`src/rtl/run_sched_if.sv`:
```
// Replica constants and run scheduler bus: start command, phase pulses, completions.
// Macro RUN_STOP_EN adds stop_req. Modports: master drives commands, slave is the scheduler.
package replica_pkg;
  localparam int node_num = 4;
endpackage

interface run_sched_if #(
  parameter int ITER_W = 24
);
  import replica_pkg::*;

  logic                run_write;
  logic [ITER_W-1:0]   run_times;
  logic                running;
  logic                opt_run;
  logic [node_num-1:0] opt_done;
  logic                exchange_run;
  logic                exchange_odd;
  logic                exchange_done;
  logic [ITER_W-1:0]   iter_count;
`ifdef RUN_STOP_EN
  logic                stop_req;

  modport master (
    output run_write, run_times,
    output opt_done, exchange_done,
    output stop_req,
    input  running, opt_run,
    input  exchange_run, exchange_odd,
    input  iter_count
  );

  modport slave (
    input  run_write, run_times,
    input  opt_done, exchange_done,
    input  stop_req,
    output running, opt_run,
    output exchange_run, exchange_odd,
    output iter_count
  );
`else
  modport master (
    output run_write, run_times,
    output opt_done, exchange_done,
    input  running, opt_run,
    input  exchange_run, exchange_odd,
    input  iter_count
  );

  modport slave (
    input  run_write, run_times,
    input  opt_done, exchange_done,
    output running, opt_run,
    output exchange_run, exchange_odd,
    output iter_count
  );
`endif
endinterface

```
`src/rtl/run_sched.sv`:
```
// Replica run scheduler: iterates optimise / exchange phases run_times times.
// Ports: S_AXI_ACLK, S_AXI_ARESETN, bus (run_sched_if.slave). Macro RUN_STOP_EN: graceful stop.
module run_sched #(
  parameter int ITER_W = 24
) (
  input logic       S_AXI_ACLK,
  input logic       S_AXI_ARESETN,
  run_sched_if.slave bus
);
  import replica_pkg::*;

  localparam logic [2:0] IDLE      = 3'd0;
  localparam logic [2:0] OPT_START = 3'd1;
  localparam logic [2:0] OPT_WAIT  = 3'd2;
  localparam logic [2:0] EXC_START = 3'd3;
  localparam logic [2:0] EXC_WAIT  = 3'd4;

  logic [2:0]          state;
  logic [ITER_W-1:0]   remaining;
  logic [ITER_W-1:0]   iter_q;
  logic [node_num-1:0] done_mask;
  logic [node_num-1:0] mask_nxt;
  logic                odd_q;
  logic                last;
  logic                exc_end;

  assign mask_nxt = done_mask | bus.opt_done;
  assign exc_end  = (state == EXC_WAIT) && bus.exchange_done;

`ifdef RUN_STOP_EN
  logic stop_q;

  assign last = (remaining == ITER_W'(1)) || stop_q;

  // A stop raised on the final exchange_done is dropped: the run ends anyway.
  always_ff @(posedge S_AXI_ACLK or negedge S_AXI_ARESETN) begin
    if (!S_AXI_ARESETN) begin
      stop_q <= 1'b0;
    end else if (exc_end && last) begin
      stop_q <= 1'b0;
    end else if (state != IDLE && bus.stop_req) begin
      stop_q <= 1'b1;
    end
  end
`else
  assign last = (remaining == ITER_W'(1));
`endif

  assign bus.running      = (state != IDLE);
  assign bus.opt_run      = (state == OPT_START);
  assign bus.exchange_run = (state == EXC_START);
  assign bus.exchange_odd = odd_q;
  assign bus.iter_count   = iter_q;

  always_ff @(posedge S_AXI_ACLK or negedge S_AXI_ARESETN) begin
    if (!S_AXI_ARESETN) begin
      state     <= IDLE;
      remaining <= '0;
      iter_q    <= '0;
      done_mask <= '0;
      odd_q     <= 1'b0;
    end else begin
      unique case (state)
        IDLE: begin
          if (bus.run_write && bus.run_times != '0) begin
            state     <= OPT_START;
            remaining <= bus.run_times;
            iter_q    <= '0;
            odd_q     <= 1'b0;
          end
        end
        OPT_START: begin
          done_mask <= '0;
          state     <= OPT_WAIT;
        end
        OPT_WAIT: begin
          done_mask <= mask_nxt;
          if (&mask_nxt) begin
            state <= EXC_START;
          end
        end
        EXC_START: begin
          state <= EXC_WAIT;
        end
        EXC_WAIT: begin
          if (bus.exchange_done) begin
            iter_q <= iter_q + ITER_W'(1);
            odd_q  <= ~odd_q;
            // Held at 1 on the final pass so it can never wrap.
            if (remaining > ITER_W'(1)) begin
              remaining <= remaining - ITER_W'(1);
            end
            state <= last ? IDLE : OPT_START;
          end
        end
        default: begin
          state <= IDLE;
        end
      endcase
    end
  end
endmodule

```
`src/flat_wrapper.sv`:
```
// flat-port wrapper written by rule: the top's interface ports become plain ports
module run_sched_flat import replica_pkg::*;
#(
  parameter int ITER_W = 24
)
  (S_AXI_ACLK, S_AXI_ARESETN, bus_run_write, bus_run_times, bus_opt_done, bus_exchange_done, bus_running, bus_opt_run, bus_exchange_run, bus_exchange_odd, bus_iter_count);
  run_sched_if #(.ITER_W(ITER_W)) bus_i ();
  input logic S_AXI_ACLK;
  input logic S_AXI_ARESETN;
  input wire logic [$bits(bus_i.run_write)-1:0] bus_run_write;
  input wire logic [$bits(bus_i.run_times)-1:0] bus_run_times;
  input wire logic [$bits(bus_i.opt_done)-1:0] bus_opt_done;
  input wire logic [$bits(bus_i.exchange_done)-1:0] bus_exchange_done;
  output wire logic [$bits(bus_i.running)-1:0] bus_running;
  output wire logic [$bits(bus_i.opt_run)-1:0] bus_opt_run;
  output wire logic [$bits(bus_i.exchange_run)-1:0] bus_exchange_run;
  output wire logic [$bits(bus_i.exchange_odd)-1:0] bus_exchange_odd;
  output wire logic [$bits(bus_i.iter_count)-1:0] bus_iter_count;
  assign bus_i.run_write = bus_run_write;
  assign bus_i.run_times = bus_run_times;
  assign bus_i.opt_done = bus_opt_done;
  assign bus_i.exchange_done = bus_exchange_done;
  assign bus_running = bus_i.running;
  assign bus_opt_run = bus_i.opt_run;
  assign bus_exchange_run = bus_i.exchange_run;
  assign bus_exchange_odd = bus_i.exchange_odd;
  assign bus_iter_count = bus_i.iter_count;
  run_sched #(.ITER_W(ITER_W)) u_core (.S_AXI_ACLK(S_AXI_ACLK), .S_AXI_ARESETN(S_AXI_ARESETN), .bus(bus_i));
endmodule
```
`config.mk`:
```
export PLATFORM = sky130hd
export DESIGN_NAME = run_sched_flat
export DESIGN_NICKNAME = d
export VERILOG_FILES = /design/src/rtl/run_sched_if.sv /design/src/rtl/run_sched.sv /design/src/flat_wrapper.sv
export SDC_FILE = /design/constraint.sdc
export NUM_CORES = 1
export LEC_CHECK = 0
export ABC_AREA = 0
export CAP_MARGIN = 20
export CORE_AREA = 2 2 69 121
export DETAILED_ROUTE_END_ITERATION = 10
export DIE_AREA = 0 0 71 123
export PLACE_DENSITY = 0.69
export SYNTH_ARGS = -nofsm -noshare
export SYNTH_HDL_FRONTEND = slang
export SYNTH_SLANG_ARGS = --single-unit
```
`constraint.sdc`:
```
create_clock -name S_AXI_ACLK -period 3.2 [get_ports S_AXI_ACLK]
set_input_delay 0.64 -clock S_AXI_ACLK [delete_from_list [all_inputs] [get_ports S_AXI_ACLK]]
set_output_delay 0.64 -clock S_AXI_ACLK [all_outputs]
set_load 0.005 [all_outputs]
```
======== Word-level counts from Yosys, hierarchy flattened ========
Cells that the tools add are included.
storage, ports and cells
  register bits after elaboration ......... 56
  input bits .............................. 32
cells by class
  add/sub/neg operators ................... 2
  magnitude comparators ................... 1
  equal/unequal tests ..................... 9
  mux-type cells .......................... 16
  bitwise gates (word level) .............. 2
  reductions and logical operators ........ 10
operators with widths
  kind                                                            number
  2-to-1 mux 24 bit                                               5
  one-hot mux 24 bit (2 select lines)                             2
  adder 24 x 1 -> 24 bit, second input constant                   1
  equality test 24 x 1 -> 1 bit, second input constant            1
  greater-than comparator 24 x 1 -> 1 bit, second input constant  1
  nonzero test 24 bit                                             1
  subtractor 24 x 1 -> 24 bit, second input constant              1
  one-hot mux 3 bit (5 select lines)                              1
  2-to-1 mux 3 bit                                                3
  one-hot mux 4 bit (2 select lines)                              1
  AND reduction 4 bit                                             2
  equality test 3 x 2 -> 1 bit, second input constant             2
  AND reduction 3 bit                                             2
  != test 2 x 1 -> 1 bit, second input constant                   2
  != test 2 bit, second input constant                            2
  OR 4 bit                                                        1
  nonzero test 2 bit                                              2
  equality test 3 x 1 -> 1 bit, second input constant             1
  equality test 3 bit, second input constant                      1
  logical NOT 3 bit                                               1
  2-to-1 mux 1 bit                                                3
  nonzero test 3 bit                                              1
  one-hot mux 1 bit (2 select lines)                              1
  logical AND 1 bit                                               1
  inverter 1 bit                                                  1

======== Longest topological paths before layout ========
  word-level depth ........................ 4
  mapped depth ............................ 8
  mapped depth without buffers ............ 7

======== Worst setup path after synthesis ========
No wires, ideal clock.
  path type ............................... register to register
  start point ............................. register u_core.remaining[12]
  end point ............................... register u_core.remaining[14]
  library setup time ...................... 0.126 ns
  arrival time ............................ 2.095 ns
  path slack .............................. 0.979 ns
  stages on the path, launching flop included .. 8
  cell sequence ........................... dfrtp_1 -> or4_1 -> buf_2 -> nor3_4 -> nand4_4 -> and2_4 -> buf_6 -> a221o_1
between the ends
  word-level cells in the longest chain between the ends .. 4
  elaborated cells on any way between the ends .. 7
  those cells by class .................... 1 x add/sub; 1 x order compare; 1 x eq/ne; 3 x mux; 1 x reduce/logical
ends and longest elaborated chain
  what                                 RTL line         RTL
  from (decl)                          run_sched.sv:19  logic [ITER_W-1:0] remaining;
  from (signal assigned)               run_sched.sv:67  remaining <= bus.run_times;
  from (signal assigned)               run_sched.sv:91  remaining <= remaining - ITER_W'(1);
  subtractor 24 x 1 -> 24 bit          run_sched.sv:91
  2-to-1 mux 24 bit                    run_sched.sv:90  if (remaining > ITER_W'(1)) begin
  2-to-1 mux 24 bit                    run_sched.sv:86  if (bus.exchange_done) begin
  one-hot mux 24 bit (2 select lines)  run_sched.sv:63  unique case (state)
Parallel ways exist; a longest one is shown, timed or not. The select of a mux whose other input is x is not followed.
A chain may end at the register's enable or synchronous reset.

======== Worst setup path after layout ========
  start point ............................. input port bus_run_times[10]
  end point ............................... register u_core.remaining[6]
between the ends
  word-level cells in the longest chain between the ends .. 4
ends and longest elaborated chain
  what                                     RTL line            RTL
  from (decl)                              flat_wrapper.sv:11  input wire logic [$bits(bus_i.run_times)-1:0] bus_run_times;
  nonzero test 24 bit                      run_sched.sv:65     if (bus.run_write && bus.run_times != '0) begin
  logical AND 1 bit                        run_sched.sv:65
  != test 2 x 1 -> 1 bit (no source line)  --
  AND reduction 4 bit (no source line)     --
Every way passes these cells.

==> reports/metrics.cfg <==
[clock_network]
h-tree-depth=2
clockBufferDepth=2
tritoncts=yes
ctsHoldBuffers=0
cts.sinks=56
clk_latency_ns=0.29
clkTransAtPathRegs_ns=0.07
post_cts_resize_count=0
root_buffer=clkbuf_16
post_cts_buffers=0
cts_buffers=5

[floorplan]
die_h_um=123
ios=60
die_x_um=71
dieArea_um2=8733
rows=43
core_area_um2=7801
initial_core_util_pct=42.84

[logic_synthesis]
synth_top_area_cell=dfrtp_1
yosysSeqAreaShare_pct=41.93
synth_top_flop_cell=dfrtp_1
yosys-top-cells-area=dfrtp_1, o21ai_0, a21oi_1
ys_ff_latch=56
avgSynthCellArea_um2=8.591
yosys_warnings=0
async_reset_ff_share_pct=100.0
netlist_area_um2=3342
synth.top_cell.area_share_pct=41.93
synth_edf_count=0
ys_types=56
synth_nets=424
synthCells=389

[worst_setup_path]
crit_end=u_core.remaining[6]$_DFFE_PN0P_
worstReg2RegStart=u_core.remaining[0]$_DFFE_PN0P_
critPathRequiredTime_ns=3.36
cp-end-kind=register
r2r_end=u_core.remaining[14]$_DFFE_PN0P_
path_class=primary input to register
arrival_ns=2.89
critical_path.startpoint=bus_run_times[10]
reg2regPathDepth=7
cp_max_fo=12
cp-start-kind=primary input
r2r_setup_slack_ns=0.72

[finish]
multi_input_area_um2=1821
diodes=0
syn_to_final_growth_pct=26.10
fillers=739
seqCellArea_um2=1401
nets=481
stdcell_count=536
layout-drive-gt1-share_pct=6.278

[flow_run]
maxCapViolations=0

[placement]
hpwl_um=7193
dp_cells=528
place.gp.congestion=0.9375
portBuffers=59

[timing]
fin_crit_ns=2.736
rsz0062_at_grt=no
setup-violations-final=0
maxSlewHeadroom_pct=52.28
hold_violations=0
fmax_mhz=365.5
setup_tns_ns=0
finClkSkew_ns=0.005134
final_max_slew_viol_count=0
tightestPinTransition_ns=0.7103
fin_crit_sh_pct=85.50

[power]
p_sw_w=0.001272
seqPwrFrac_pct=39.9
ir_worst_vdd_mv=0.3943
clkPwrFrac_pct=17.3
pwr-share-comb_pct=42.8
internal_power_w=0.001788
power_density_nw_per_um2=726.0
sw_frac_of_total_pct=41.56
leakage_nw=1.683

[grt]
gr-total-overflow=0
grtUsageTotal_pct=22.82
grt_pass1_wl_um=15780
antenna_found_initial=0
grt_max_degree=46
grt_pass1_vias=3279

[min_path]
hold_class=primary input to asynchronous set/reset pin

[drt]
route.vias.total=3313
wl_um=9791
wl_per_cell_um=18.27
drtPass1Iterations=4
via_per_inst=6.181
remaining_drc_errors=0
ant_nets=0
drt_iter0_drc=275

[outcome]
outcome=finished, final reports clean

[Yosys cell counts (all sizes together), types with 3 or more instances]
| cell type | number |
|---|---|
| xnor2 | 4 |
| and4 | 7 |
| or3 | 11 |
| xor2 | 6 |
| nor3b | 4 |
| nand2 | 31 |
| a21oi | 34 |
| o211a | 3 |
| clkbuf | 18 |
| ha | 3 |
| nand3 | 20 |
| o2bb2ai | 3 |
| o22ai | 5 |
| nor3 | 16 |
| or4 | 6 |
| and2 | 5 |
| o22a | 4 |
| o31ai | 7 |
| o21ai | 37 |
| a22o | 3 |
| buf | 4 |
| nor4 | 14 |
| nand4 | 8 |
| a31oi | 5 |
| inv | 10 |
| dfrtp | 56 |
| nor2 | 33 |
| and3 | 5 |
[final cells by class]
class | instances | area share (%)
clock buffer | 6 | 3.058
clock inverter | 1 | 0.1188
sequential | 56 | 33.25
timing repair buffer | 72 | 16.81
multi-input combinational | 301 | 43.20
inverter | 10 | 0.8907
tap | 90 | 2.672
[worst max-delay path: stages]
cell and delay (ns):
clkdlybuf4s50_1 0.42, nor4_1 0.51, nand4_1 0.32, o21a_1 0.42, nand2_1 0.30, buf_12 0.17
o221ai_1 0.11
[per-stage QoR]
stage / power, W / hold slack (ns) / utilization (%) / setup slack [ns] / cell area (um2)
2_1_floorplan: 0.002026 / 0.3444 / - / 0.9794 / 3342
3_5_place_dp: 0.002528 / 0.4704 / 52.04 / 0.1845 / 4060
4_1_cts: 0.003071 / 0.4831 / 53.76 / 0.4895 / 4194
3_3_place_gp: 0.002494 / 0.4764 / 52.04 / 0.2257 / 4060
5_1_grt: 0.003281 / 0.2454 / 54.02 / 0.2754 / 4214
6_report: 0.003059 / 0.2404 / 54.02 / 0.4639 / 4214
[power by group through the flow]
stage / registers (W) / clock network, W / logic, W
after floorplan: 0.00111 / 0 / 0.000917
after global placement: 0.00122 / 0 / 0.00127
after detailed placement: 0.00123 / 0 / 0.00130
after CTS: 0.00121 / 0.000543 / 0.00131
after global routing: 0.00125 / 0.000573 / 0.00145
final: 0.00122 / 0.000529 / 0.00131
[how the worst min path moves through the flow]
stage / end / slack, ns / start / depth (start not counted)
global placement: u_core.bus.exchange_odd$_DFFE_PN0P_ / 0.48 / u_core.bus.exchange_odd$_DFFE_PN0P_ / 1
detailed placement: u_core.bus.exchange_odd$_DFFE_PN0P_ / 0.47 / u_core.bus.exchange_odd$_DFFE_PN0P_ / 1
floorplan: u_core.bus.exchange_odd$_DFFE_PN0P_ / 0.34 / S_AXI_ARESETN / 0
CTS: u_core.bus.exchange_odd$_DFFE_PN0P_ / 0.48 / u_core.bus.exchange_odd$_DFFE_PN0P_ / 1
global route: u_core.bus.exchange_odd$_DFFE_PN0P_ / 0.25 / S_AXI_ARESETN / 1
finish: u_core.remaining[11]$_DFFE_PN0P_ / 0.24 / S_AXI_ARESETN / 1
[routing by layer]
metal,global-route usage (%),up-vias,wire [um]
li1,-,1574,-
met1,25.50,1580,3757
met2,40.25,133,5081
met3,4.564,26,589
met4,12.38,0,362
met5,0,-,0
[placed cells by master, fill, tap and decap left out, types with 2 or more instances in the layout]
| master | Yosys | routed |
|---|---|---|
| clkdlybuf4s50_1 | 0 | 58 |
| dfrtp_1 | 56 | 56 |
| o21ai_0 | 36 | 36 |
| a21oi_1 | 34 | 34 |
| nor2_1 | 33 | 33 |
| nand2_1 | 31 | 31 |
| nand3_1 | 20 | 20 |
| nor3_1 | 15 | 15 |
| nor4_1 | 13 | 13 |
| or3_1 | 11 | 11 |
| buf_4 | 0 | 11 |
| inv_1 | 10 | 10 |
| nand4_1 | 7 | 7 |
| and4_1 | 7 | 7 |
| o31ai_1 | 7 | 7 |
| or4_1 | 6 | 6 |
| xor2_1 | 6 | 6 |
| o22ai_1 | 5 | 5 |
| and3_1 | 5 | 5 |
| a31oi_1 | 5 | 5 |
| clkbuf_16 | 0 | 5 |
| and2_1 | 4 | 4 |
| xnor2_1 | 4 | 4 |
| o22a_1 | 4 | 4 |
| o2bb2ai_1 | 3 | 3 |
| nor3b_1 | 4 | 3 |
| a22o_1 | 3 | 3 |
| o211a_1 | 3 | 3 |
| ha_1 | 3 | 3 |
| o21a_1 | 2 | 2 |
| a22oi_1 | 2 | 2 |
| mux2i_1 | 2 | 2 |
| a21boi_0 | 2 | 2 |
| o211ai_1 | 2 | 2 |
| buf_12 | 0 | 2 |
[cell families (layout without fill, tap and decap cells)]
group | count (synthesis) | count (layout) | share of synthesized area [%]
compound gates | 121 | 121 | 22.58
mux | 2 | 2 | 0.5991
flops | 56 | 56 | 41.93
buf+inv | 32 | 89 | 3.931
xor+xnor | 10 | 10 | 2.621
simple gates | 165 | 165 | 27.22
fa+ha+maj | 3 | 3 | 1.123
[sequential cells by signal (all words and copies together), names as in the netlist]
register	flops
u_core.bus.exchange_odd	1
u_core.bus.iter_count	24
u_core.done_mask	4
u_core.remaining	24
u_core.state	3
Note: power is estimated with default switching activity, not from simulation.
